[src/rtl/uart_alu_ctrl.sv]
`default_nettype none
// ============================================================================
// Module   : uart_alu_ctrl
// Brief    : Frames received UART bytes into {opcode, A, B} commands, runs
//            them through an 8-bit ALU with a 16-bit result and returns the
//            result high byte first through the transmitter start/busy
//            handshake. Flags invalid opcodes, timed-out partial frames and
//            bytes that arrive while a command is still being serviced.
// Revision : 1.0 - initial release
// ============================================================================
module uart_alu_ctrl #(
    parameter int DATA_LENGTH   = 8,
    parameter int TIMEOUT       = 500000,
    parameter int TIMEOUT_WIDTH = $clog2(TIMEOUT + 1)
) (
    input  logic                       clk,
    input  logic                       rst,
    input  logic [DATA_LENGTH-1:0]     rx_data,
    input  logic                       rx_done,
    input  logic                       tx_busy,
    output logic                       tx_start,
    output logic [DATA_LENGTH-1:0]     tx_data,
    output logic [2*DATA_LENGTH-1:0]   result,
    output logic                       err,
    output logic                       frame_drop,
    output logic                       overrun,
    output logic                       busy
);

    localparam logic [DATA_LENGTH-1:0]   c_OP_ADD     = DATA_LENGTH'(0);
    localparam logic [DATA_LENGTH-1:0]   c_OP_SUB     = DATA_LENGTH'(1);
    localparam logic [DATA_LENGTH-1:0]   c_OP_AND     = DATA_LENGTH'(2);
    localparam logic [DATA_LENGTH-1:0]   c_OP_OR      = DATA_LENGTH'(3);
    localparam logic [DATA_LENGTH-1:0]   c_OP_XOR     = DATA_LENGTH'(4);
    localparam logic [DATA_LENGTH-1:0]   c_OP_MUL     = DATA_LENGTH'(5);
    localparam logic [2*DATA_LENGTH-1:0] c_ERR_RESULT = {(DATA_LENGTH/2){4'hE}};
    localparam logic [TIMEOUT_WIDTH-1:0] c_TIMEOUT    = TIMEOUT_WIDTH'(TIMEOUT);

    typedef enum logic [2:0] {
        ST_GET_OP  = 3'd0,
        ST_GET_A   = 3'd1,
        ST_GET_B   = 3'd2,
        ST_EXEC    = 3'd3,
        ST_SEND_HI = 3'd4,
        ST_WAIT_HI = 3'd5,
        ST_SEND_LO = 3'd6,
        ST_WAIT_LO = 3'd7
    } state_t;

    state_t                     r_state;
    state_t                     w_next;

    logic                       r_rx_done_q;
    logic                       w_accept;
    logic [DATA_LENGTH-1:0]     r_op;
    logic [DATA_LENGTH-1:0]     r_a;
    logic [DATA_LENGTH-1:0]     r_b;
    logic [2*DATA_LENGTH-1:0]   r_result;
    logic [TIMEOUT_WIDTH-1:0]   r_cnt;
    logic                       r_wait_first;
    logic                       r_err;
    logic                       r_frame_drop;
    logic                       r_overrun;

    logic                       w_counting;
    logic                       w_timeout;
    logic                       w_in_service;
    logic [DATA_LENGTH:0]       w_sum;
    logic [DATA_LENGTH:0]       w_diff;
    logic [2*DATA_LENGTH-1:0]   w_alu;
    logic                       w_alu_err;
    logic                       w_tx_start;
    logic [DATA_LENGTH-1:0]     w_tx_data;

    // A byte is taken only on the rising edge of the multi-cycle done level;
    // the delayed copy resets high so a level already present is ignored.
    assign w_accept     = rx_done && !r_rx_done_q;
    assign w_counting   = (r_state == ST_GET_A) || (r_state == ST_GET_B);
    // A byte landing on the expiry cycle wins over the drop.
    assign w_timeout    = w_counting && (r_cnt == c_TIMEOUT) && !w_accept;
    assign w_in_service = !(r_state == ST_GET_OP || w_counting);
    assign w_sum        = {1'b0, r_a} + {1'b0, r_b};
    assign w_diff       = {1'b0, r_a} - {1'b0, r_b};

    // ALU: combinational evaluation of the latched frame, registered in EXEC.
    always_comb begin
        w_alu     = '0;
        w_alu_err = 1'b0;
        case (r_op)
            c_OP_ADD: w_alu = {{(DATA_LENGTH-1){1'b0}}, w_sum};
            c_OP_SUB: w_alu = {{(DATA_LENGTH-1){w_diff[DATA_LENGTH]}}, w_diff};
            c_OP_AND: w_alu = {{DATA_LENGTH{1'b0}}, r_a & r_b};
            c_OP_OR:  w_alu = {{DATA_LENGTH{1'b0}}, r_a | r_b};
            c_OP_XOR: w_alu = {{DATA_LENGTH{1'b0}}, r_a ^ r_b};
            c_OP_MUL: w_alu = {{DATA_LENGTH{1'b0}}, r_a} * {{DATA_LENGTH{1'b0}}, r_b};
            default: begin
                w_alu     = c_ERR_RESULT;
                w_alu_err = 1'b1;
            end
        endcase
    end

    // State register.
    always_ff @(posedge clk) begin
        if (rst) begin
            r_state <= ST_GET_OP;
        end else begin
            r_state <= w_next;
        end
    end

    // Next-state logic plus the transmitter request and byte select.
    always_comb begin
        w_next     = r_state;
        w_tx_start = 1'b0;
        w_tx_data  = '0;
        case (r_state)
            ST_GET_OP: begin
                if (w_accept) w_next = ST_GET_A;
            end
            ST_GET_A: begin
                if (w_accept)       w_next = ST_GET_B;
                else if (w_timeout) w_next = ST_GET_OP;
            end
            ST_GET_B: begin
                if (w_accept)       w_next = ST_EXEC;
                else if (w_timeout) w_next = ST_GET_OP;
            end
            ST_EXEC: begin
                w_next = ST_SEND_HI;
            end
            ST_SEND_HI: begin
                w_tx_data  = r_result[2*DATA_LENGTH-1:DATA_LENGTH];
                w_tx_start = !tx_busy;
                if (!tx_busy) w_next = ST_WAIT_HI;
            end
            ST_WAIT_HI: begin
                // tx_busy only rises one cycle after the request, so the
                // first waiting cycle must not be trusted.
                w_tx_data = r_result[2*DATA_LENGTH-1:DATA_LENGTH];
                if (!r_wait_first && !tx_busy) w_next = ST_SEND_LO;
            end
            ST_SEND_LO: begin
                w_tx_data  = r_result[DATA_LENGTH-1:0];
                w_tx_start = !tx_busy;
                if (!tx_busy) w_next = ST_WAIT_LO;
            end
            ST_WAIT_LO: begin
                w_tx_data = r_result[DATA_LENGTH-1:0];
                if (!r_wait_first && !tx_busy) w_next = ST_GET_OP;
            end
            default: begin
                w_next = ST_GET_OP;
            end
        endcase
    end

    // Datapath: edge detect, frame capture, timeout counter, result and pulses.
    always_ff @(posedge clk) begin
        if (rst) begin
            r_rx_done_q  <= 1'b1;
            r_op         <= '0;
            r_a          <= '0;
            r_b          <= '0;
            r_result     <= '0;
            r_cnt        <= '0;
            r_wait_first <= 1'b0;
            r_err        <= 1'b0;
            r_frame_drop <= 1'b0;
            r_overrun    <= 1'b0;
        end else begin
            r_rx_done_q <= rx_done;
            if (w_accept && r_state == ST_GET_OP) r_op <= rx_data;
            if (w_accept && r_state == ST_GET_A)  r_a  <= rx_data;
            if (w_accept && r_state == ST_GET_B)  r_b  <= rx_data;
            if (!w_counting || w_accept || w_timeout) begin
                r_cnt <= '0;
            end else begin
                r_cnt <= r_cnt + TIMEOUT_WIDTH'(1);
            end
            if (r_state == ST_EXEC) r_result <= w_alu;
            r_wait_first <= w_tx_start;
            r_err        <= (r_state == ST_EXEC) && w_alu_err;
            r_frame_drop <= w_timeout;
            r_overrun    <= w_accept && w_in_service;
        end
    end

    assign tx_start   = w_tx_start;
    assign tx_data    = w_tx_data;
    assign result     = r_result;
    assign err        = r_err;
    assign frame_drop = r_frame_drop;
    assign overrun    = r_overrun;
    assign busy       = (r_state != ST_GET_OP);

endmodule
`default_nettype wire

[config.mk]
export PLATFORM = sky130hd
export DESIGN_NAME = uart_alu_ctrl
export DESIGN_NICKNAME = d
export VERILOG_FILES = /design/src/rtl/uart_alu_ctrl.sv
export SDC_FILE = /design/constraint.sdc
export NUM_CORES = 1
export LEC_CHECK = 0
export ABC_AREA = 0
export CORE_ASPECT_RATIO = 0.75
export CORE_MARGIN = 2
export CORE_UTILIZATION = 50
export CTS_CLUSTER_DIAMETER = 80
export DETAILED_ROUTE_END_ITERATION = 6
export PLACE_DENSITY = 0.69
export REMOVE_ABC_BUFFERS = 1
export SYNTH_ARGS = -nofsm -noshare
export SYNTH_HDL_FRONTEND = slang
export SYNTH_SLANG_ARGS = --single-unit
[constraint.sdc]
create_clock -name clk -period 7.6 [get_ports clk]
set_input_delay 1.52 -clock clk [delete_from_list [all_inputs] [get_ports clk]]
set_output_delay 1.52 -clock clk [all_outputs]
set_load 0.1 [all_outputs]
Word-level counts from Yosys, hierarchy flattened
Cells that the tools add are included.
{ "word_totals": {"ram_bits": 0, "latch_bits": 0, "inputBits": 12, "mem_count": 0, "ff_bits": 67, "mem_bits_ro": 0, "out_inout_bits": 29, "elab_cells": 77} }
{ "op_classes": {"muxes": 13, "n_mul": 1, "n_eq_ne": 18, "addsub": 3, "n_reduce_logical": 28, "n_div": 0, "bitwise": 3, "n_shift": 0, "magnitude_cmp": 0} }
{ "ops": {"columns": ["operator", "count"], "rows": [
  ["case mux 16 bit (6 select lines)", 1],
  ["two-way mux 3 bit", 8],
  ["case mux 3 bit (8 select lines)", 1],
  ["adder 19 x 1 -> 19 bit (second input constant)", 1],
  ["== test 19 bit (second input constant)", 1],
  ["== test 8 x 2 -> 1 bit (second input constant)", 2],
  ["== test 8 x 3 -> 1 bit (second input constant)", 2],
  ["multiplier 8 x 8 -> 16 bit", 1],
  ["case mux 8 bit (2 select lines)", 1],
  ["== test 3 bit (second input constant)", 4],
  ["!= test 2 bit (second input constant)", 5],
  ["adder 8 x 8 -> 9 bit", 1],
  ["logical AND 1 bit", 9],
  ["subtractor 8 x 8 -> 9 bit", 1],
  ["AND 8 bit", 1],
  ["== test 8 x 1 -> 1 bit (second input constant)", 1],
  ["zero test 8 bit", 1],
  ["OR 8 bit", 1],
  ["OR reduction 2 bit", 4],
  ["bitwise XOR 8 bit", 1],
  ["== test 3 x 2 -> 1 bit (second input constant)", 2],
  ["zero test 1 bit", 6],
  ["OR reduction 6 bit", 1],
  ["AND reduction 5 bit", 1],
  ["5 further kinds", 9]
]} }

Longest topological paths before layout
{ "logic_depth": {"ltp_word": 7, "mapped_depth": 17, "depth_no_buf": 17} }

Least setup slack after synthesis
OpenSTA, ideal clock, no wires.
{ "synth_timing": {"kind": "input port to output port", "start": "input tx_busy", "end": "output tx_start", "required_time_ps": 6080, "arrival_ps": 2933, "slack_ps": 3147, "path_stages": 2, "n_path_buf": 0, "cell_sequence": "nand2b_1 > nor2_1"} }
{ "synth_between": {"elab_chain_len": 2} }
{ "synth_lines": {"columns": ["element", "line_no", "rtl"], "rows": [
  ["from (decl)", "20", "input logic tx_busy,"],
  ["zero test 1 bit", "134, 145", null],
  ["two-way mux 1 bit", null, null],
  ["to (decl)", "21", "output logic tx_start,"]
]} }
Every way passes these cells.

Final worst setup path
Same ends and word-level chain as after synthesis.

==> results.toml <==
[status]
status = "complete, no violations"

[timing]
fin_crit_sh_pct = 64.5
whs_ns = 0.457
setup_violations = 0
finalClockSkew_ns = 0.00508
drv_slew = 0
max_freq_ghz = 0.204
finalWorstSetupSlack_ns = 2.70
finalCriticalPeriod_ns = 4.90
rsz0062_at_grt = "no"
tns_ns = 0
tightest_slew_ns = 0.998
slew-limit-headroom_pct = 33.2
hold_viol_final = 0

[final_layout]
utilization_pct = 58.2
diodes = 0
final_nets = 875
drive_above_1_share_pct = 4.43
syn2layout_area_growth_pct = 13.4
fillers = 1087
fin_area_mm2 = 0.00679
multi_input_area_mm2 = 0.00421
register_area_mm2 = 0.00134
final_cell_count_no_fill = 930

[logic_synthesis]
ys_types = 64
synth_seq_cells = 67
yosysMostFrequentCell = "nor2_1"
ys_seq_area_share_pct = 22.4
yosys.area.top_type_share_pct = 22.4
synth_flop_cell = "dfxtp_1"
synth_edf_count = 0
synth_cells = 735
async_flop_share_pct = 0
yosys_warnings = 0
synth_top_area_cell = "dfxtp_1"
synth_area_mm2 = 0.00599
yosys-top-cells-area = "dfxtp_1, ha_1, fa_1, nor2_1, inv_1"
yosys-top-cells-count = "nor2_1, inv_1, dfxtp_1"
syn_avg_cell_area_um2 = 8.15

[grt]
grt_pass1_vias = 5111
grt-ovfl-total = 0
grt_pass1_wl_um = 26500
antenna_found_initial = 0
track_usage_pct = 26.3
grt_max_degree = 47

[power]
p_per_area_mw_per_mm2 = 123
p_leak_nw = 2.76
irDropWorstVdd_v = 0.0000992
finalPower_mw = 0.834

[route]
drt-vias-per-instance = 5.65
drtIter0Drc = 558
drcViolationCount = 0
antenna_left = 0
num_vias = 5250
wire_per_inst_um = 17.2
drtPass1Iterations = 5
drt-total-wl_um = 16000

[placement]
io_buffer_count = 40
placedInstanceArea_mm2 = 0.00648
finalWeightedCongestion = 0.941
pre_cts_ws_ns = 2.71
dp_cells = 914
dp_hpwl_um = 12700

[cts]
clkTransAtPathRegs_ns = 0.06
cts.htree.levels = 3
postCtsHoldBufs = 0
cts_buffers = 9
clock_path_buffers = 2
postCtsSetupRepairBufs = 0
insertion_delay_ns = 0.33
ctsResizeCount = 0
cts_tree = "yes"
root_buffer = "clkbuf_16"
clock_sinks = 67

[die]
fp.dieArea_mm2 = 0.0129
initial_utilization_pct = 51.4
fp-row-count = 34
core-area_mm2 = 0.0117
pin_count = 41
die_w_um = 130
fp.dieH_um = 98.8

[critical_path]
cp-end-kind = "output port"
path_class = "primary input to output port"
crit_arrival_ns = 3.38
start_kind = "primary input"
worstPathRequired_ns = 6.08
path_max_fanout = 3

[flow_run]
cap_violations = 0

[hold_path]
min_path_type = "flip-flop to flip-flop"
-- final cells by class --
cell class	instances	area share, %
clock buffers	10	3.52
clock inverters	6	0.940
well taps	162	2.99
flip-flops and latches	67	19.8
multi-input cells	560	62.0
repair buffers	43	6.23
inverters	82	4.53
-- power breakdown --
part	switching (mW)	leakage [nW]	total, mW	internal [mW]
clock	0.158	0.145	0.420	0.263
sequential	0.00682	0.540	0.361	0.354
combinational	0.0342	2.08	0.0529	0.0187
-- sequential cells by signal, summed over array words and instances (netlist names) --
register      flops
err               1
frame_drop        1
overrun           1
r_a               8
r_b               8
r_cnt            19
r_op              8
r_rx_done_q       1
r_state           3
r_wait_first      1
result           16
-- final timing paths --
kind | end | startpoint | slack (ns) | cells after the start
worst max-delay path | tx_start | tx_busy | 2.70 | 4
worst min-delay path | r_op[6] | r_op[6] | 0.46 | 2
worst max register to register | result[12] | r_a[1] | 2.87 | 15
worst min register to register | r_op[6] | r_op[6] | 0.46 | 2
-- routing by layer --
metal | vias up | global-route usage, % | routed length (um)
li1 | 2543 | - | -
met1 | 2482 | 39.7 | 7880
met2 | 201 | 39.3 | 6650
met3 | 24 | 4.45 | 1210
met4 | 0 | 6.38 | 263
met5 | - | 0 | 0
-- worst max-delay path, cell delays in order --
cell	delay [ns]
clkdlybuf4s50_1	0.41
nand2b_1	0.18
nor2_1	0.12
clkdlybuf4s50_1	1.14
-- cells in the final DEF, fill, tap and decap left out, drive strengths merged, types with 5 or more instances in the layout --
cell type      instances
nor4                   5
fa                    38
a21o                  10
xnor2                 15
a211oi                10
a21oi                 51
nand3                 37
nand4                  6
and3                   7
dfxtp                 67
and2                   5
mux2i                 19
o21ai                 19
a31oi                  5
inv                   80
clkdlybuf4s50         40
or3                    5
nand2b                 9
nand2                 62
nor3                  15
clkbuf                10
nor2                 101
clkinv                 5
ha                    62
xor2                  14
nor2b                 15
-- kinds of logic after synthesis --
family                   Yosys count  synth area share (%)
buffers and inverters            108                  7.27
XOR/XNOR                          29                  4.24
AND/OR/NAND/NOR                  283                  23.2
flip-flops                        67                  22.4
multiplexers                      20                  3.55
AO/OA/AOI/OAI                    128                  13.6
adder cells (fa/ha/maj)          100                  25.7
(Power assumes the default switching activity.)
